--- config.mk ---
export PLATFORM = sky130hd
export DESIGN_NAME = fir_xifu_mem_req
export DESIGN_NICKNAME = d
export VERILOG_FILES = /design/src/rtl/fir_xifu_mem_req.sv
export SDC_FILE = /design/constraint.sdc
export NUM_CORES = 1
export LEC_CHECK = 0
export ABC_AREA = 1
export CAP_MARGIN = 20
export CORE_MARGIN = 2
export CORE_UTILIZATION = 47
export DETAILED_ROUTE_END_ITERATION = 10
export PLACE_DENSITY = 0.8
export SLEW_MARGIN = 20
export SYNTH_ARGS = -nofsm -noshare
export SYNTH_HDL_FRONTEND = slang
export SYNTH_SLANG_ARGS = --single-unit
--- constraint.sdc ---
create_clock -name clk_i -period 7.8 [get_ports clk_i]
set_input_delay 1.56 -clock clk_i [delete_from_list [all_inputs] [get_ports clk_i]]
set_output_delay 1.56 -clock clk_i [all_outputs]
set_load 0.02 [all_outputs]
--- src/rtl/fir_xifu_mem_req.sv ---
// fir_xifu_mem_req: issues FIR sample loads/stores to the core memory port and
// tracks outstanding transactions until their results come back.
module fir_xifu_mem_req #(
    parameter int DEPTH = 2,
    parameter int IDW   = 4
) (
    input  logic           clk_i,
    input  logic           rst_i,
    input  logic           issue_valid_i,
    output logic           issue_ready_o,
    input  logic [IDW-1:0] issue_id_i,
    input  logic           issue_we_i,
    input  logic [31:0]    issue_addr_i,
    input  logic [31:0]    issue_wdata_i,
    input  logic [31:0]    issue_next_addr_i,
    input  logic [4:0]     issue_rd_i,
    output logic           mem_valid_o,
    input  logic           mem_ready_i,
    output logic [IDW-1:0] mem_id_o,
    output logic [31:0]    mem_addr_o,
    output logic [31:0]    mem_wdata_o,
    output logic           mem_we_o,
    output logic [3:0]     mem_be_o,
    input  logic           mem_resp_exc_i,
    input  logic           mem_result_valid_i,
    input  logic [IDW-1:0] mem_result_id_i,
    output logic           ex2wb_valid_o,
    output logic [IDW-1:0] ex2wb_id_o,
    output logic [4:0]     ex2wb_rd_o,
    output logic [31:0]    ex2wb_next_addr_o,
    output logic           ex2wb_we_o,
    output logic           exc_o,
    output logic           err_o
);
    localparam int PW = DEPTH > 1 ? $clog2(DEPTH) : 1;
    localparam int CW = $clog2(DEPTH + 1);

    typedef enum logic {IDLE, REQ} state_t;
    state_t state, state_nxt;

    logic [IDW-1:0] fifo_id [DEPTH];
    logic [4:0]     fifo_rd [DEPTH];
    logic [31:0]    fifo_na [DEPTH];
    logic           fifo_we [DEPTH];
    logic [PW-1:0]  wr_ptr, rd_ptr;
    logic [CW-1:0]  count;
    logic [4:0]     rd_l;
    logic [31:0]    na_l;
    logic           issue_hs, mem_hs, push, pop;

    assign issue_ready_o = state == IDLE && count < CW'(DEPTH);
    assign mem_valid_o   = state == REQ;
    assign mem_be_o      = 4'b1111;
    assign issue_hs      = issue_valid_i && issue_ready_o;
    assign mem_hs        = mem_valid_o && mem_ready_i;
    assign push          = mem_hs && !mem_resp_exc_i;
    // A result is only consumed when it names the oldest outstanding access.
    assign pop           = mem_result_valid_i && count != '0 && fifo_id[rd_ptr] == mem_result_id_i;

    assign ex2wb_valid_o     = pop;
    assign ex2wb_id_o        = fifo_id[rd_ptr];
    assign ex2wb_rd_o        = fifo_rd[rd_ptr];
    assign ex2wb_next_addr_o = fifo_na[rd_ptr];
    assign ex2wb_we_o        = fifo_we[rd_ptr];

    always_comb begin
        state_nxt = state;
        case (state)
            IDLE:    if (issue_hs) state_nxt = REQ;
            REQ:     if (mem_hs) state_nxt = IDLE;
            default: state_nxt = IDLE;
        endcase
    end

    always_ff @(posedge clk_i or posedge rst_i) begin
        if (rst_i) begin
            state       <= IDLE;
            mem_id_o    <= '0;
            mem_addr_o  <= '0;
            mem_wdata_o <= '0;
            mem_we_o    <= 1'b0;
            rd_l        <= '0;
            na_l        <= '0;
            exc_o       <= 1'b0;
            err_o       <= 1'b0;
        end else begin
            state <= state_nxt;
            if (issue_hs) begin
                mem_id_o    <= issue_id_i;
                mem_addr_o  <= issue_addr_i;
                mem_wdata_o <= issue_wdata_i;
                mem_we_o    <= issue_we_i;
                rd_l        <= issue_rd_i;
                na_l        <= issue_next_addr_i;
            end
            exc_o <= mem_hs && mem_resp_exc_i;
            err_o <= err_o || (mem_result_valid_i && !pop);
        end
    end

    always_ff @(posedge clk_i or posedge rst_i) begin
        if (rst_i) begin
            wr_ptr <= '0;
            rd_ptr <= '0;
            count  <= '0;
            for (int i = 0; i < DEPTH; i++) begin
                fifo_id[i] <= '0;
                fifo_rd[i] <= '0;
                fifo_na[i] <= '0;
                fifo_we[i] <= 1'b0;
            end
        end else begin
            if (push) begin
                fifo_id[wr_ptr] <= mem_id_o;
                fifo_rd[wr_ptr] <= rd_l;
                fifo_na[wr_ptr] <= na_l;
                fifo_we[wr_ptr] <= mem_we_o;
                wr_ptr <= wr_ptr == PW'(DEPTH - 1) ? '0 : wr_ptr + 1'b1;
            end
            if (pop)
                rd_ptr <= rd_ptr == PW'(DEPTH - 1) ? '0 : rd_ptr + 1'b1;
            count <= count + CW'(push) - CW'(pop);
        end
    end
endmodule

==> flow_metrics.py <==
metrics = {
    "timing": {
        "worstMarginPinSlew_ns": 1.01,
        "max_freq_mhz": 212,
        "post-route-min-period_ns": 4.73,
        "slew_viol_final": 0,
        "holdWs_ns": 0.485,
        "tns_ns": 0,
        "layout_setup_ws_ns": 3.07,
        "rsz0062_at_grt": "no",
        "finalSetupViolCount": 0,
        "clock_skew_ns": 0.00742,
        "period_share_pct": 60.6,
        "hold_viol_final": 0,
        "max-slew-margin-rel_pct": 32.6,
    },
    "logic_synthesis": {
        "synthFlopType": "dfrtp_1",
        "syn_area_um2": 7970,
        "synth_edf_count": 0,
        "synth_top_area_share_pct": 61.9,
        "yosysMostFrequentCell": "nand2_1",
        "syn_inst": 782,
        "synth_seq_cells": 197,
        "netlist_top_cells_count": "nand2_1, dfrtp_1, inv_1, mux2_2, nor2_1",
        "ys_async_sr_fraction_pct": 100,
        "yosysSeqAreaShare_pct": 61.9,
        "synth_top_area_cell": "dfrtp_1",
        "synth_area_leaders": "dfrtp_1, nand2_1, mux2_2",
        "yosys_warnings": 0,
        "synth_cell_types": 27,
        "syn_area_per_cell_um2": 10.2,
    },
    "setup_path": {
        "crit_path_top_delay_cell": "clkdlybuf4s50_1",
        "crit_chain": "clkdlybuf4s50_1 -> inv_1 -> nand3_1 -> nand2_1 -> nor2_1 -> nand3_1 -> inv_1 -> clkdlybuf4s50_1",
        "arrival_ns": 3.17,
        "required_ns": 6.24,
        "criticalPathCategory": "input port to output pin",
        "critical_path.max_fanout": 3,
        "setup.worst_path.start_class": "input port",
        "endpoint_kind": "output pin",
        "slowest_delay_ns": 0.60,
    },
    "drt": {
        "drc": 0,
        "ant_nets": 0,
        "wl_per_cell_um": 14.9,
        "drtPass1Iterations": 4,
        "wirelength_um": 18100,
        "drtIter0Drc": 322,
        "vias_per_cell": 4.84,
        "vias": 5912,
    },
    "floorplan": {
        "placementRows": 47,
        "core_area_um2": 16600,
        "dieArea_um2": 18000,
        "initial_core_util_pct": 48.0,
        "chipWidth_um": 134,
        "chipHeight_um": 134,
        "pin_count": 236,
    },
    "clock_tree": {
        "cts_tree": "done",
        "cts.path.max_buffers": 2,
        "root_buffer": "clkbuf_16",
        "clock-sinks": 197,
        "clock_latency_ns": 0.42,
        "cts_inserted_buffers": 17,
        "ctsHoldBuffers": 0,
        "clk_pin_slew_ns": 0.07,
        "ctsResizeCount": 0,
        "cts_htree_levels": 4,
        "cts_setup_buffers": 0,
    },
    "power_and_ir_drop": {
        "power-per-cell-area_nw_per_um2": 437,
        "peakVddDrop_mv": 0.257,
        "p_leak_nw": 5.14,
    },
    "global_route": {
        "antenna_found_initial": 0,
        "grtUsageTotal_pct": 20.7,
        "grt_pass1_wl_um": 29500,
        "grt_max_degree": 120,
        "overflow": 0,
        "grt_pass1_vias": 5973,
    },
    "run": {
        "drv_cap": 0,
    },
    "placement": {
        "post-place-ws_ns": 3.08,
        "gp_congestion": 0.764,
        "port_buffers": 231,
        "hpwl_um": 11800,
    },
    "finish": {
        "drive_gt1_share_pct": 10.5,
        "diodes": 0,
        "fin_nets": 1110,
        "area_delta_synth_final_pct": 36.6,
    },
    "outcome": {
        "status": "complete, no violations",
    },
    "min_path": {
        "hp-class": "flop to flop",
    },
}
cell families after synthesis:
family / Yosys count / synth area share (%)
AO/OA/AOI/OAI: 128 / 8.68
XOR/XNOR: 2 / 0.220
adder cells (fa/ha/maj): 2 / 0.314
buffers and inverters: 103 / 6.08
flip-flops: 197 / 61.9
multiplexers: 64 / 9.05
other: 1 / 0.0471
AND/OR/NAND/NOR: 285 / 13.7
layer usage:
layer	wire length [um]	track usage [%]
met1	7590	26.7
met2	8830	33.1
met4	188	5.38
met5	0	0
met3	1540	7.94
cell usage in the layout, fill, tap and decap left out, types with 3 or more instances in the layout:
| master | netlist | routed |
|---|---|---|
| a21oi_1 | 42 | 42 |
| buf_4 | 5 | 4 |
| clkbuf_16 | 0 | 17 |
| clkbuf_8 | 0 | 3 |
| clkdlybuf4s50_1 | 0 | 231 |
| clkinvlp_4 | 0 | 3 |
| conb_1 | 1 | 4 |
| dfrtp_1 | 197 | 196 |
| inv_1 | 54 | 53 |
| mux2_1 | 13 | 13 |
| mux2_2 | 51 | 51 |
| nand2_1 | 228 | 226 |
| nand3_1 | 5 | 5 |
| nor2_1 | 46 | 46 |
| o21ai_0 | 45 | 45 |
| o21ai_1 | 27 | 27 |
| o21ai_2 | 13 | 13 |
cell type report:
type,instances,area [um^2]
Clock buffer,21,470
Clock inverter,7,75.1
Fill cell,1370,5700
Inverter,56,218
Multi-Input combinational cell,485,2570
Sequential cell,197,4930
Tap cell,220,275
Timing Repair Buffer,235,2340
metrics by stage:
stage	std cells	utilization (%)	total power, mW	area, um^2
floorplan	785	-	3.01	7980
global placement	1193	62.4	3.90	10300
detailed placement	1193	62.4	3.96	10300
CTS	1221	65.6	4.81	10900
global route	1221	65.6	5.07	10900
finish	1221	65.6	4.75	10900
registers in the layout (all words and copies together), names as in the netlist:
register     count
fifo_id          8
mem_valid_o      1
mem_addr_o      32
mem_we_o         1
na_l            32
fifo_we          2
mem_id_o         4
count            2
mem_wdata_o     32
err_o            1
rd_l             5
wr_ptr           1
exc_o            1
rd_ptr           1
fifo_rd         10
fifo_na         64
final timing paths:
| path | startpoint | depth (start not counted) | end | slack, ns |
|---|---|---|---|---|
| max | mem_result_id_i[2] | 8 | ex2wb_valid_o | 3.07 |
| min | fifo_na[32] | 2 | fifo_na[32] | 0.48 |
| max reg2reg | mem_valid_o | 4 | mem_addr_o[5] | 5.31 |
| min reg2reg | fifo_na[32] | 2 | fifo_na[32] | 0.48 |
| max in group asynchronous | rst_i | 3 | rd_ptr | 4.58 |
| min in group asynchronous | rst_i | 2 | mem_addr_o[14] | 1.68 |
worst max-delay path, delay by kind of cell:
family | cells | cell delay, ns
buffers and inverters | 4 | 1.21
AND/OR/NAND/NOR | 4 | 0.39
power breakdown:
| group | internal [mW] | switching [mW] |
|---|---|---|
| clock network | 0.460 | 0.364 |
| registers | 1.52 | 0.233 |
| logic | 1.00 | 1.18 |
| total | 2.98 | 1.77 |
No activity file was read; power rests on OpenSTA's default activity.
